**src/rtl/assert_monitor_pkg.sv**
```systemverilog
// Shared types for the assertion monitor: per-channel check mode and the
// windowed-check channel state.
package assert_monitor_pkg;

    typedef enum logic {
        MODE_IMM = 1'b0,
        MODE_WIN = 1'b1
    } mode_e;

    typedef enum logic {
        ST_IDLE = 1'b0,
        ST_WAIT = 1'b1
    } ch_state_e;

    // Popcount of up to 32 simultaneous failures fits in 6 bits.
    localparam int POP_W = 6;

endpackage

```
**src/rtl/assert_monitor_ch.sv**
```systemverilog
// One check channel: same-cycle implication (IMM) or windowed implication (WIN)
// with a bounded response latency. Emits a combinational failure detect.
module assert_monitor_ch
    import assert_monitor_pkg::*;
#(
    parameter int MAX_LAT = 8
) (
    input  logic clk,
    input  logic rst,
    input  logic en,
    input  logic mode,
    input  logic ante,
    input  logic cons,
    output logic fail
);

    localparam int LAT_W = $clog2(MAX_LAT + 1);
    localparam logic [LAT_W-1:0] LAT_END = LAT_W'(MAX_LAT);
    localparam logic [LAT_W-1:0] LAT_ONE = LAT_W'(1);

    ch_state_e        state;
    ch_state_e        state_nx;
    logic [LAT_W-1:0] lat_cnt;
    logic [LAT_W-1:0] lat_cnt_nx;
    mode_e            mode_s;
    logic             arm_req;

    assign mode_s  = mode_e'(mode);
    assign arm_req = en && ante && (mode_s == MODE_WIN);

    always_ff @(posedge clk) begin
        if (rst) begin
            state   <= ST_IDLE;
            lat_cnt <= '0;
        end else begin
            state   <= state_nx;
            lat_cnt <= lat_cnt_nx;
        end
    end

    // A window closes on cons or on its last cycle; either closing edge may
    // immediately open a new window so back-to-back requests are not lost.
    always_comb begin
        state_nx   = state;
        lat_cnt_nx = lat_cnt;
        fail       = 1'b0;
        case (state)
            ST_IDLE: begin
                if (arm_req) begin
                    state_nx   = ST_WAIT;
                    lat_cnt_nx = LAT_ONE;
                end else if (en && ante && !cons && (mode_s == MODE_IMM)) begin
                    fail = 1'b1;
                end
            end
            ST_WAIT: begin
                if (!en) begin
                    state_nx   = ST_IDLE;
                    lat_cnt_nx = '0;
                end else if (cons || (lat_cnt == LAT_END)) begin
                    fail = !cons;
                    if (arm_req) begin
                        state_nx   = ST_WAIT;
                        lat_cnt_nx = LAT_ONE;
                    end else begin
                        state_nx   = ST_IDLE;
                        lat_cnt_nx = '0;
                    end
                end else begin
                    lat_cnt_nx = lat_cnt + LAT_ONE;
                end
            end
            default: begin
                state_nx   = ST_IDLE;
                lat_cnt_nx = '0;
            end
        endcase
    end

endmodule

```
**src/rtl/assert_monitor.sv**
```systemverilog
// Multi-channel assertion monitor: per-channel checkers plus registered
// failure strobes, sticky flags, saturating count and first-failure capture.
module assert_monitor
    import assert_monitor_pkg::*;
#(
    parameter int N_CH    = 4,
    parameter int MAX_LAT = 8,
    parameter int CNT_W   = 16
) (
    input  logic                                  clk,
    input  logic                                  rst,
    input  logic [N_CH-1:0]                       en,
    input  logic [N_CH-1:0]                       mode,
    input  logic [N_CH-1:0]                       ante,
    input  logic [N_CH-1:0]                       cons,
    input  logic                                  clr,
    output logic [N_CH-1:0]                       fail_pulse,
    output logic [N_CH-1:0]                       fail_sticky,
    output logic [CNT_W-1:0]                      fail_cnt,
    output logic                                  first_valid,
    output logic [$clog2(N_CH > 1 ? N_CH : 2)-1:0] first_ch
);

    localparam int CH_W  = $clog2(N_CH > 1 ? N_CH : 2);
    localparam int SUM_W = CNT_W + POP_W;
    localparam logic [SUM_W-1:0] CNT_MAX_W = {{POP_W{1'b0}}, {CNT_W{1'b1}}};

    logic [N_CH-1:0]  fail_det;
    logic [POP_W-1:0] pop;
    logic [CH_W-1:0]  first_idx;
    logic [N_CH-1:0]  sticky_base;
    logic [CNT_W-1:0] cnt_base;
    logic             fv_base;
    logic [CH_W-1:0]  fch_base;
    logic [SUM_W-1:0] sum_wide;
    logic [CNT_W-1:0] cnt_nx;
    logic             fv_nx;
    logic [CH_W-1:0]  fch_nx;

    for (genvar i = 0; i < N_CH; i++) begin : g_ch
        assert_monitor_ch #(
            .MAX_LAT(MAX_LAT)
        ) u_ch (
            .clk (clk),
            .rst (rst),
            .en  (en[i]),
            .mode(mode[i]),
            .ante(ante[i]),
            .cons(cons[i]),
            .fail(fail_det[i])
        );
    end

    always_comb begin
        pop       = '0;
        first_idx = '0;
        for (int i = N_CH - 1; i >= 0; i--) begin
            pop = pop + POP_W'(fail_det[i]);
            if (fail_det[i]) begin
                first_idx = CH_W'(i);
            end
        end
    end

    // clr wipes the recorded history first, so failures on the same edge
    // land on a clean slate rather than being lost.
    always_comb begin
        sticky_base = clr ? '0 : fail_sticky;
        cnt_base    = clr ? '0 : fail_cnt;
        fv_base     = clr ? 1'b0 : first_valid;
        fch_base    = clr ? '0 : first_ch;
        sum_wide    = SUM_W'(cnt_base) + SUM_W'(pop);
        cnt_nx      = (sum_wide > CNT_MAX_W) ? {CNT_W{1'b1}} : sum_wide[CNT_W-1:0];
        fv_nx       = fv_base;
        fch_nx      = fch_base;
        if (!fv_base && (|fail_det)) begin
            fv_nx  = 1'b1;
            fch_nx = first_idx;
        end
    end

    always_ff @(posedge clk) begin
        if (rst) begin
            fail_pulse  <= '0;
            fail_sticky <= '0;
            fail_cnt    <= '0;
            first_valid <= 1'b0;
            first_ch    <= '0;
        end else begin
            fail_pulse  <= fail_det;
            fail_sticky <= sticky_base | fail_det;
            fail_cnt    <= cnt_nx;
            first_valid <= fv_nx;
            first_ch    <= fch_nx;
        end
    end

endmodule

```
**config.mk**
```make
export PLATFORM = sky130hd
export DESIGN_NAME = assert_monitor
export DESIGN_NICKNAME = d
export VERILOG_FILES = /design/src/rtl/assert_monitor_pkg.sv /design/src/rtl/assert_monitor_ch.sv /design/src/rtl/assert_monitor.sv
export SDC_FILE = /design/constraint.sdc
export NUM_CORES = 1
export LEC_CHECK = 0
export ABC_AREA = 1
export CAP_MARGIN = 20
export CORE_ASPECT_RATIO = 0.9
export CORE_UTILIZATION = 59
export CTS_BUF_LIST = sky130_fd_sc_hd__clkbuf_4 sky130_fd_sc_hd__clkbuf_8
export CTS_CLUSTER_SIZE = 16
export DETAILED_ROUTE_END_ITERATION = 8
export PLACE_DENSITY = 0.85
export SYNTH_ARGS = -nofsm -noshare
export SYNTH_HDL_FRONTEND = slang
export SYNTH_HIERARCHICAL = 1
export SYNTH_SLANG_ARGS = --single-unit
```
**constraint.sdc**
```tcl
create_clock -name clk -period 5.1 [get_ports clk]
set_clock_uncertainty 0.05 [all_clocks]
set_input_delay 0.765 -clock clk [delete_from_list [all_inputs] [get_ports clk]]
set_output_delay 0.765 -clock clk [all_outputs]
set_load 0.05 [all_outputs]
```
Word level (Yosys, flattened, before mapping)
Cells that the tools add are included.

cells by class
  bitwise operators = 9
  equal/unequal tests = 8
  reduce and logical (&&, ||, !) cells = 28
  order comparisons = 1
  multiplexer cells = 67
  $add $sub $neg = 8

operators with widths
  operator                count
  $mux W4                 13
  $mux W1                 34
  $mux W16                2
  $pmux W4 S2             4
  $add A16 B4 Y17         1
  $gt A17 B16 Y1 const B  1
  $logic_and A1 B1 Y1     17
  $add A4 B1 Y4 const B   4
  $eq A4 B4 Y1 const B    4
  $pmux W1 S2             8
  $mux W2                 6
  $ne A2 B1 Y1 const B    4
  $not A1 Y1              8
  $logic_not A1 Y1        5
  $add A3 B1 Y4           1
  $logic_or A1 B1 Y1      4
  $or A4 B4 Y4            1
  $reduce_or A4 Y1        1
  $add A2 B1 Y3           1
  $add A1 B1 Y2           1
  $reduce_bool A2 Y1      1

word-level totals
  input bits = 19
  bits in registers = 47
  output and inout bits = 27

Longest topological paths before layout
Gate-level depths: netlist (run 1).

  word-level depth = 12
  mapped depth = 18
  mapped depth without buffers = 18

Modules after synthesis
The synthesis (run 1) kept the hierarchy.

by module, submodules not included
  module             cells an instance  area an instance (µm²)  times used
  assert_monitor     200                1,455.1                 1
  assert_monitor_ch  53                 324.1                   4

Worst setup path after synthesis (run 1)
OpenSTA, ideal clock, no wires.

  path type = input to register
  start = in en[0]
  end = reg fail_cnt[10]
  arrival = 3.237 ns
  path slack = 1.744 ns
  path buffers = 1
  stages = 14
  cells stage by stage = nand2_1 > inv_1 > nand2_1 > a21oi_1 > fa_1 > inv_1 > fa_1 > fa_1 > nor2_4 > nand3_2 > nor2_2 > nand3_2 > buf_6 > a21oi_2

between the ends
  cells in the longest elaborated chain, start to end = 10
  elaborated cells between the ends (all ways) = 12
  classes of those cells = add/sub: 2; order compare: 1; mux: 5; reduce/logical: 4

RTL lines
  item                               RTL line                                          text
  start: declaration                 assert_monitor.sv:12                              input logic [N_CH-1:0] en,
  $logic_and A1 B1 Y1                assert_monitor_ch.sv:29, assert_monitor_ch.sv:52
  $logic_and A1 B1 Y1 (2 in series)  assert_monitor_ch.sv:52                           end else if (en && ante && !cons && (mode_s == MODE_IMM)) begin
  $mux W1                            assert_monitor_ch.sv:52
  $mux W1                            assert_monitor_ch.sv:49                           if (arm_req) begin
  $pmux W1 S2 *                      assert_monitor_ch.sv:47                           case (state)
  named net fail_det[0]              assert_monitor.sv:28                              logic [N_CH-1:0] fail_det;
  $add A3 B1 Y4 *                    assert_monitor.sv:58                              pop = pop + POP_W'(fail_det[i]);
  $add A16 B4 Y17 *                  assert_monitor.sv:72                              sum_wide = SUM_W'(cnt_base) + SUM_W'(pop);
  $gt A17 B16 Y1                     assert_monitor.sv:73                              cnt_nx = (sum_wide > CNT_MAX_W) ? {CNT_W{1'b1}} : sum_wide[CNT_W-1:0];
  $mux W16 *                         assert_monitor.sv:73
  end signal: assignment             assert_monitor.sv:92                              fail_cnt <= cnt_nx;
  end: declaration                   assert_monitor.sv:19                              output logic [CNT_W-1:0] fail_cnt,

The timed path passes the listed nets; every way through them passes the cells marked *.
A chain may end at the register's enable or synchronous reset.

Final worst setup path (run 1)
  start = in en[0]
  end = reg fail_cnt[15]

Same word-level chain as after synthesis.

==> flow_summary_export.csv, run 1 <==
group,metric,value,unit
global_routing,grt_busiest_layer,"met2",
job,drv_cap,0,
finish,drive_above_1_share,9.348,%
synth,synth.area.top_cells,"dfxtp_1, nand2_1, inv_1, nand3_1, nor2_1",
synth,yosysTopAreaCellShare,34.20,%
global_routing,grt_max_degree,43,
clock_network,cts_tree,"done",
floorplan,io_pins,46,
clock_network,cts_buffers,5,
power,power_leakage,1.411,nW
global_routing,grt_pass1_vias,2343,
global_routing,use_met3,6.051,%
synth,yosys_warnings,6,
clock_network,clkSlewWorstSetupHoldPaths,0.09,ns
place,numPortBuffers,45,
routing,routedWlPerCell,11.23,µm
clock_network,post_cts_buffers,0,
clock_network,cts.sinks,47,
sta,tightest_slew,0.5181,ns
routing,final_antenna_net_count,0,
power,irDropWorstVdd,0.1544,mV
synth,ys_seq_area_share,34.20,%
floorplan,die-area,4941,µm²
sta,hold_viol_final,0,
global_routing,grtUsageMet2,44.55,%
critical_path,critPathRequiredTime,5.29,ns
worst_hold_path,hold_class,"reg2reg",
floorplan,rows,23,
finish,fillers,365,
critical_path,critical-path-top-delay-family,"adder cells",
finish,fin_nets,491,
global_routing,overflow,0,
sta,finalSetupTns,0,ns
critical_path,end_kind,"flip-flop",
critical_path,slowest_delay,0.57,ns
sta,setup_viol,0,
finish,antennaDiodeCount,0,
finish,fin_cells,522,
clock_network,root_buffer,"clkbuf_8",
critical_path,worstSetupPathType,"in2reg",
sta,finalMaxSlewViolations,0,
synth,syn_area_per_cell,6.678,µm²
sta,fmax,0.2577,GHz
finish,area_growth,21.96,%
floorplan,core-area,4461,µm²
finish,layout_common_cells,"nand2_1, inv_1, nand3_1, dfxtp_1, clkdlybuf4s50_1",
global_routing,antenna_found_initial,0,
clock_network,post_cts_resize_count,0,
critical_path,reg2reg_from,"g_ch[0].u_ch/lat_cnt[0]",
synth,post-synth-top-area-cell,"dfxtp_1",
critical_path,critPathMaxFanout,14,
critical_path,worst_ep_arrival_time,4.07,ns
synth,synth.distinct_cells,25,
critical_path,crit_top_cell,"fa_1",
clock_network,cts_buffer_depth,2,
critical_path,start_kind,"input port",
global_routing,met1_usage,30.34,%
critical_path,path_cells,"clkdlybuf4s50_1 -> nand2_1 -> inv_1 -> nand2_1 -> a21oi_1 -> fa_1 -> inv_1 -> fa_1 -> fa_1 -> nor2_4 -> nand3_2 -> nor2_2 -> nand3_2 -> a21oi_1",
critical_path,slowest_stage,"fa_1",
synth,synth_seq_cells,47,
synth,synth_nets,444,
synth,synth_cells,412,
run_status,status,"finished, final reports clean",
routing,vias_per_cell,4.985,
place,placed_cells,514,
sta,rsz0062_at_grt,"no",
synth,syn_area,2751,µm²
power,p_per_area,211.9,nW/µm²
clock_network,hold_buffers,0,
clock_network,cts_htree_levels,2,
routing,routed_wl,5864,µm
global_routing,grt_usage,25.82,%
critical_path,ff2ff_setup_slack,1.48,ns
routing,vias,2602,
sta,fin_crit,3.881,ns
finish,final_common_cell,"nand2_1",
routing,drcViolationCount,0,
routing,drtIter0Drc,126,
floorplan,start_util,61.68,%
critical_path,critPathBufInv,3,
sta,slew_headroom,65.35,%
critical_path,startpoint,"en[0]",
clock_network,clk_latency,0.31,ns
sta,period_share,76.10,%
place,dp_hpwl,4425,µm
routing,dr.pass1.iters,4,
floorplan,fp.dieW,73.98,µm
worst_hold_path,hold_start,"fail_sticky[0]",
sta,worst_hold_slack,0.4260,ns
global_routing,grt_pass1_wl,9680,µm
place,gp_congestion,0.9089,
floorplan,chipHeight,66.79,µm
-- per-layer routing --
metal | vias up | wire (µm)
li1 | 1384 | -
met1 | 1157 | 2759
met2 | 52 | 2755
met3 | 9 | 267
met4 | 0 | 81
met5 | - | 0
-- registers in the layout, summed over array words and instances, names as in the netlist --
| name | cells |
|---|---|
| fail_cnt | 16 |
| g_ch.u_ch/lat_cnt | 16 |
| fail_pulse | 4 |
| fail_sticky | 4 |
| g_ch.u_ch/state | 4 |
| first_ch | 2 |
| first_valid | 1 |
-- report_power, final --
group	switching [mW]	internal, mW
combinational	0.0483	0.0307
clock	0.131	0.123
sequential	0.00521	0.373
total	0.184	0.527
-- cells by family after synthesis --
group | synth area share, %
buf+inv | 10.78
xor+xnor | 1.910
flops | 34.20
simple gates | 36.93
compound gates | 9.459
fa+ha+maj | 6.730
-- worst paths after layout --
check,end,depth (start not counted)
setup / recovery,fail_cnt[15],14
hold / removal,fail_sticky[0],2
setup reg to reg,fail_cnt[15],15
hold reg to reg,fail_sticky[0],2
-- cells in the mapped netlist --
library cell  count
inv_1            64
o21a_1            1
inv_4             1
nor2_4            2
xnor2_1           3
o21ai_0           4
xor2_1            3
nor2_2            9
buf_6             1
nand2_1         110
nand3b_1          2
nor2_1           44
dfxtp_1          47
fa_1              3
ha_1             10
nand3_1          47
a21oi_2          10
buf_4             1
clkbuf_1          3
buf_2             1
nor3_1            2
a21oi_1          29
inv_2             4
nand4_1           3
nand3_2           8
-- layout make-up --
type	instances	area (µm²)	share of cell area [%]
sequential	47	940.9	28.04
clock inverter	1	7.507	0.2237
inverter	69	261.5	7.793
multi-input combinational	290	1514	45.12
clock buffer	7	96.34	2.871
timing repair buffer	46	457.9	13.65
tap	62	77.57	2.312
-- worst register-to-register path, delay by kind of cell (launching register included) --
family                     cells  cell delay (ns)
AOI/OAI and AO/OA              2             0.38
adders and majority gates      4             1.68
buffers and inverters          2             0.12
DFF                            1             0.42
and+or+nand+nor                7             0.92
-- through the flow --
step | area [µm²] | power (mW) | utilization [%] | setup slack (ns)
final | 3356 | 0.7112 | 75.23 | 1.219
after global routing | 3356 | 0.7375 | 75.23 | 0.9728
after CTS | 3356 | 0.7141 | 75.23 | 1.209
after detailed placement | 3252 | 0.4655 | 72.90 | 0.8711
after global placement | 3252 | 0.4636 | 72.90 | 0.9823
after floorplan | 2751 | 0.4319 | - | 1.744
Power figures use the tool's default switching activity.
==> inputs of run 2 (changes only) <==
- CORE_UTILIZATION: 59 -> 50
- PLACE_DENSITY: 0.85 -> 0.77
- clock period: 5.1 -> 3.2 ns (I/O delays scaled with it)
==> run 2 against run 1 <==
Effect of this change:
- final area rose by 8.5%
- sequential share of layout area down 2.1 points
- routed wire length rose by 9.4%
- core utilization decreased by 6.4 points
- largest power group unchanged
- highest routed layer unchanged
==> flow_summary_export.csv, run 2 (synthesis gave the netlist of run 1 again) <==
group,metric,value,unit
critical_path,end_kind,"flip-flop",
sta,slew_headroom,53.98,%
power,power_leakage,1.580,nW
finish,drive_above_1_share,17.08,%
sta,fmax,0.3251,GHz
sta,worst_hold_slack,0.4190,ns
floorplan,start_util,52.05,%
place,placed_cells,545,
finish,antennaDiodeCount,0,
finish,layout_common_cells,"nand2_1, inv_1, nand3_1, dfxtp_1",
run_status,status,"finished, final reports clean",
job,drv_cap,0,
sta,post-route-worst-setup-slack,0.1240,ns
critical_path,start_kind,"input port",
finish,reg.largest.list,"fail_cnt (16), g_ch.u_ch/lat_cnt (16)",
floorplan,fp.dieW,80.20,µm
sta,fin_crit,3.076,ns
sta,finalMaxSlewViolations,0,
finish,fillers,457,
clock_network,cts.sinks,47,
worst_hold_path,hold_class,"reg2reg",
clock_network,cts_tree,"done",
routing,routed_wl,6417,µm
routing,drcViolationCount,0,
place,numPortBuffers,45,
sta,finalSetupTns,0,ns
critical_path,critPathMaxFanout,6,
sta,setup_viol,0,
place,dp_hpwl,4810,µm
finish,area_growth,32.29,%
routing,drtIter0Drc,159,
clock_network,root_buffer,"clkbuf_8",
sta,hold_viol_final,0,
sta,period_share,96.12,%
routing,dr.pass1.iters,4,
clock_network,clk_latency,0.30,ns
place,dp_slack,-0.3612,ns
finish,fin_nets,517,
power,p_per_area,347.7,nW/µm²
floorplan,rows,25,
clock_network,clkSlewWorstSetupHoldPaths,0.09,ns
clock_network,cts_buffer_depth,2,
clock_network,hold_buffers,0,
routing,routedWlPerCell,11.60,µm
global_routing,grt_pass1_vias,2573,
power,irDropWorstVdd,0.2407,mV
critical_path,worst_ep_arrival_time,3.26,ns
global_routing,overflow,0,
global_routing,grt_pass1_wl,10940,µm
finish,fin_cells,553,
floorplan,die-area,5804,µm²
global_routing,grt_max_degree,34,
routing,vias,2755,
floorplan,chipHeight,72.38,µm
critical_path,worstSetupPathType,"in2reg",
clock_network,cts_buffers,5,
sta,tightest_slew,0.6903,ns
routing,final_antenna_net_count,0,
floorplan,io_pins,46,
global_routing,antenna_found_initial,0,
clock_network,post_cts_buffers,0,
place,gp_congestion,0.8632,
floorplan,core-area,5286,µm²
global_routing,grt_usage,23.88,%
finish,final_common_cell,"nand2_1",
critical_path,critPathRequiredTime,3.39,ns
clock_network,cts_htree_levels,2,
routing,vias_per_cell,4.982,
## run 2: changes by cell type in the layout (fill, tap and decap cells not counted), sizes merged
cell           delta
clkdlybuf4s50     -3
bufinv            +2
buf              +27
dlymetal6s2s      +2
clkbuf            -2
## run 2: stage by stage
stage / utilization [%] / instance area [µm²] / power, mW
floorplan: - / 2751 / 0.6883
global route: 68.85 / 3640 / 1.313
global placement: 65.23 / 3448 / 0.7517
detailed placement: 65.23 / 3448 / 0.7535
CTS: 67.86 / 3587 / 1.273
finish: 68.85 / 3640 / 1.265
## run 2: per-layer routing
| metal | part of all wire (%) | track usage, % | vias to the layer above |
|---|---|---|---|
| met5 | 0 | 0 | - |
| met2 | 48 | 41.88 | 77 |
| met4 | 1.4 | 8.135 | 0 |
| met1 | 45 | 29.52 | 1234 |
| li1 | - | - | 1433 |
| met3 | 6.1 | 4.151 | 11 |
## run 2: worst max-delay path, cell delays in order
cell	delay, ns
clkdlybuf4s50_1	0.44
nand2_1	0.08
inv_1	0.05
nand2_1	0.08
a21oi_2	0.07
fa_1	0.52
inv_1	0.05
fa_2	0.35
fa_2	0.40
nor2_4	0.12
nand3_2	0.08
nor2_2	0.11
nand3_2	0.12
buf_6	0.17
a21oi_2	0.11
## run 2: area by class of cell
class                   instances  area [µm²]  area share (%)
well taps                      67       83.83           2.303
flip-flops and latches         47       943.4           25.92
inverters                      69       261.5           7.185
repair buffers                 72       660.6           18.15
clock inverters                 3       67.56           1.856
multi-input cells             290        1554           42.70
clock buffers                   5       68.82           1.891
## run 2: timing repair
action                     CTS  global route
gates cloned                 0             0
setup endpoints to repair   15            16
pin swaps                    0             8
resized for setup            1            17
## run 2: where the power goes
part / leakage [nW] / total [mW] / internal (mW) / switching (mW)
Combinational: 1.13 / 0.142 / 0.0586 / 0.0838
Sequential: 0.381 / 0.601 / 0.595 / 0.00645
Clock: 0.0644 / 0.522 / 0.312 / 0.210
## run 2: final timing paths
kind	endpoint	from	depth (start not counted)	slack [ns]
worst max-delay path	fail_cnt[13]	en[0]	15	0.12
worst min-delay path	fail_sticky[2]	fail_sticky[2]	2	0.42
worst max register to register	fail_cnt[13]	g_ch[1].u_ch/lat_cnt[1]	16	0.16
worst min register to register	fail_sticky[2]	fail_sticky[2]	2	0.42
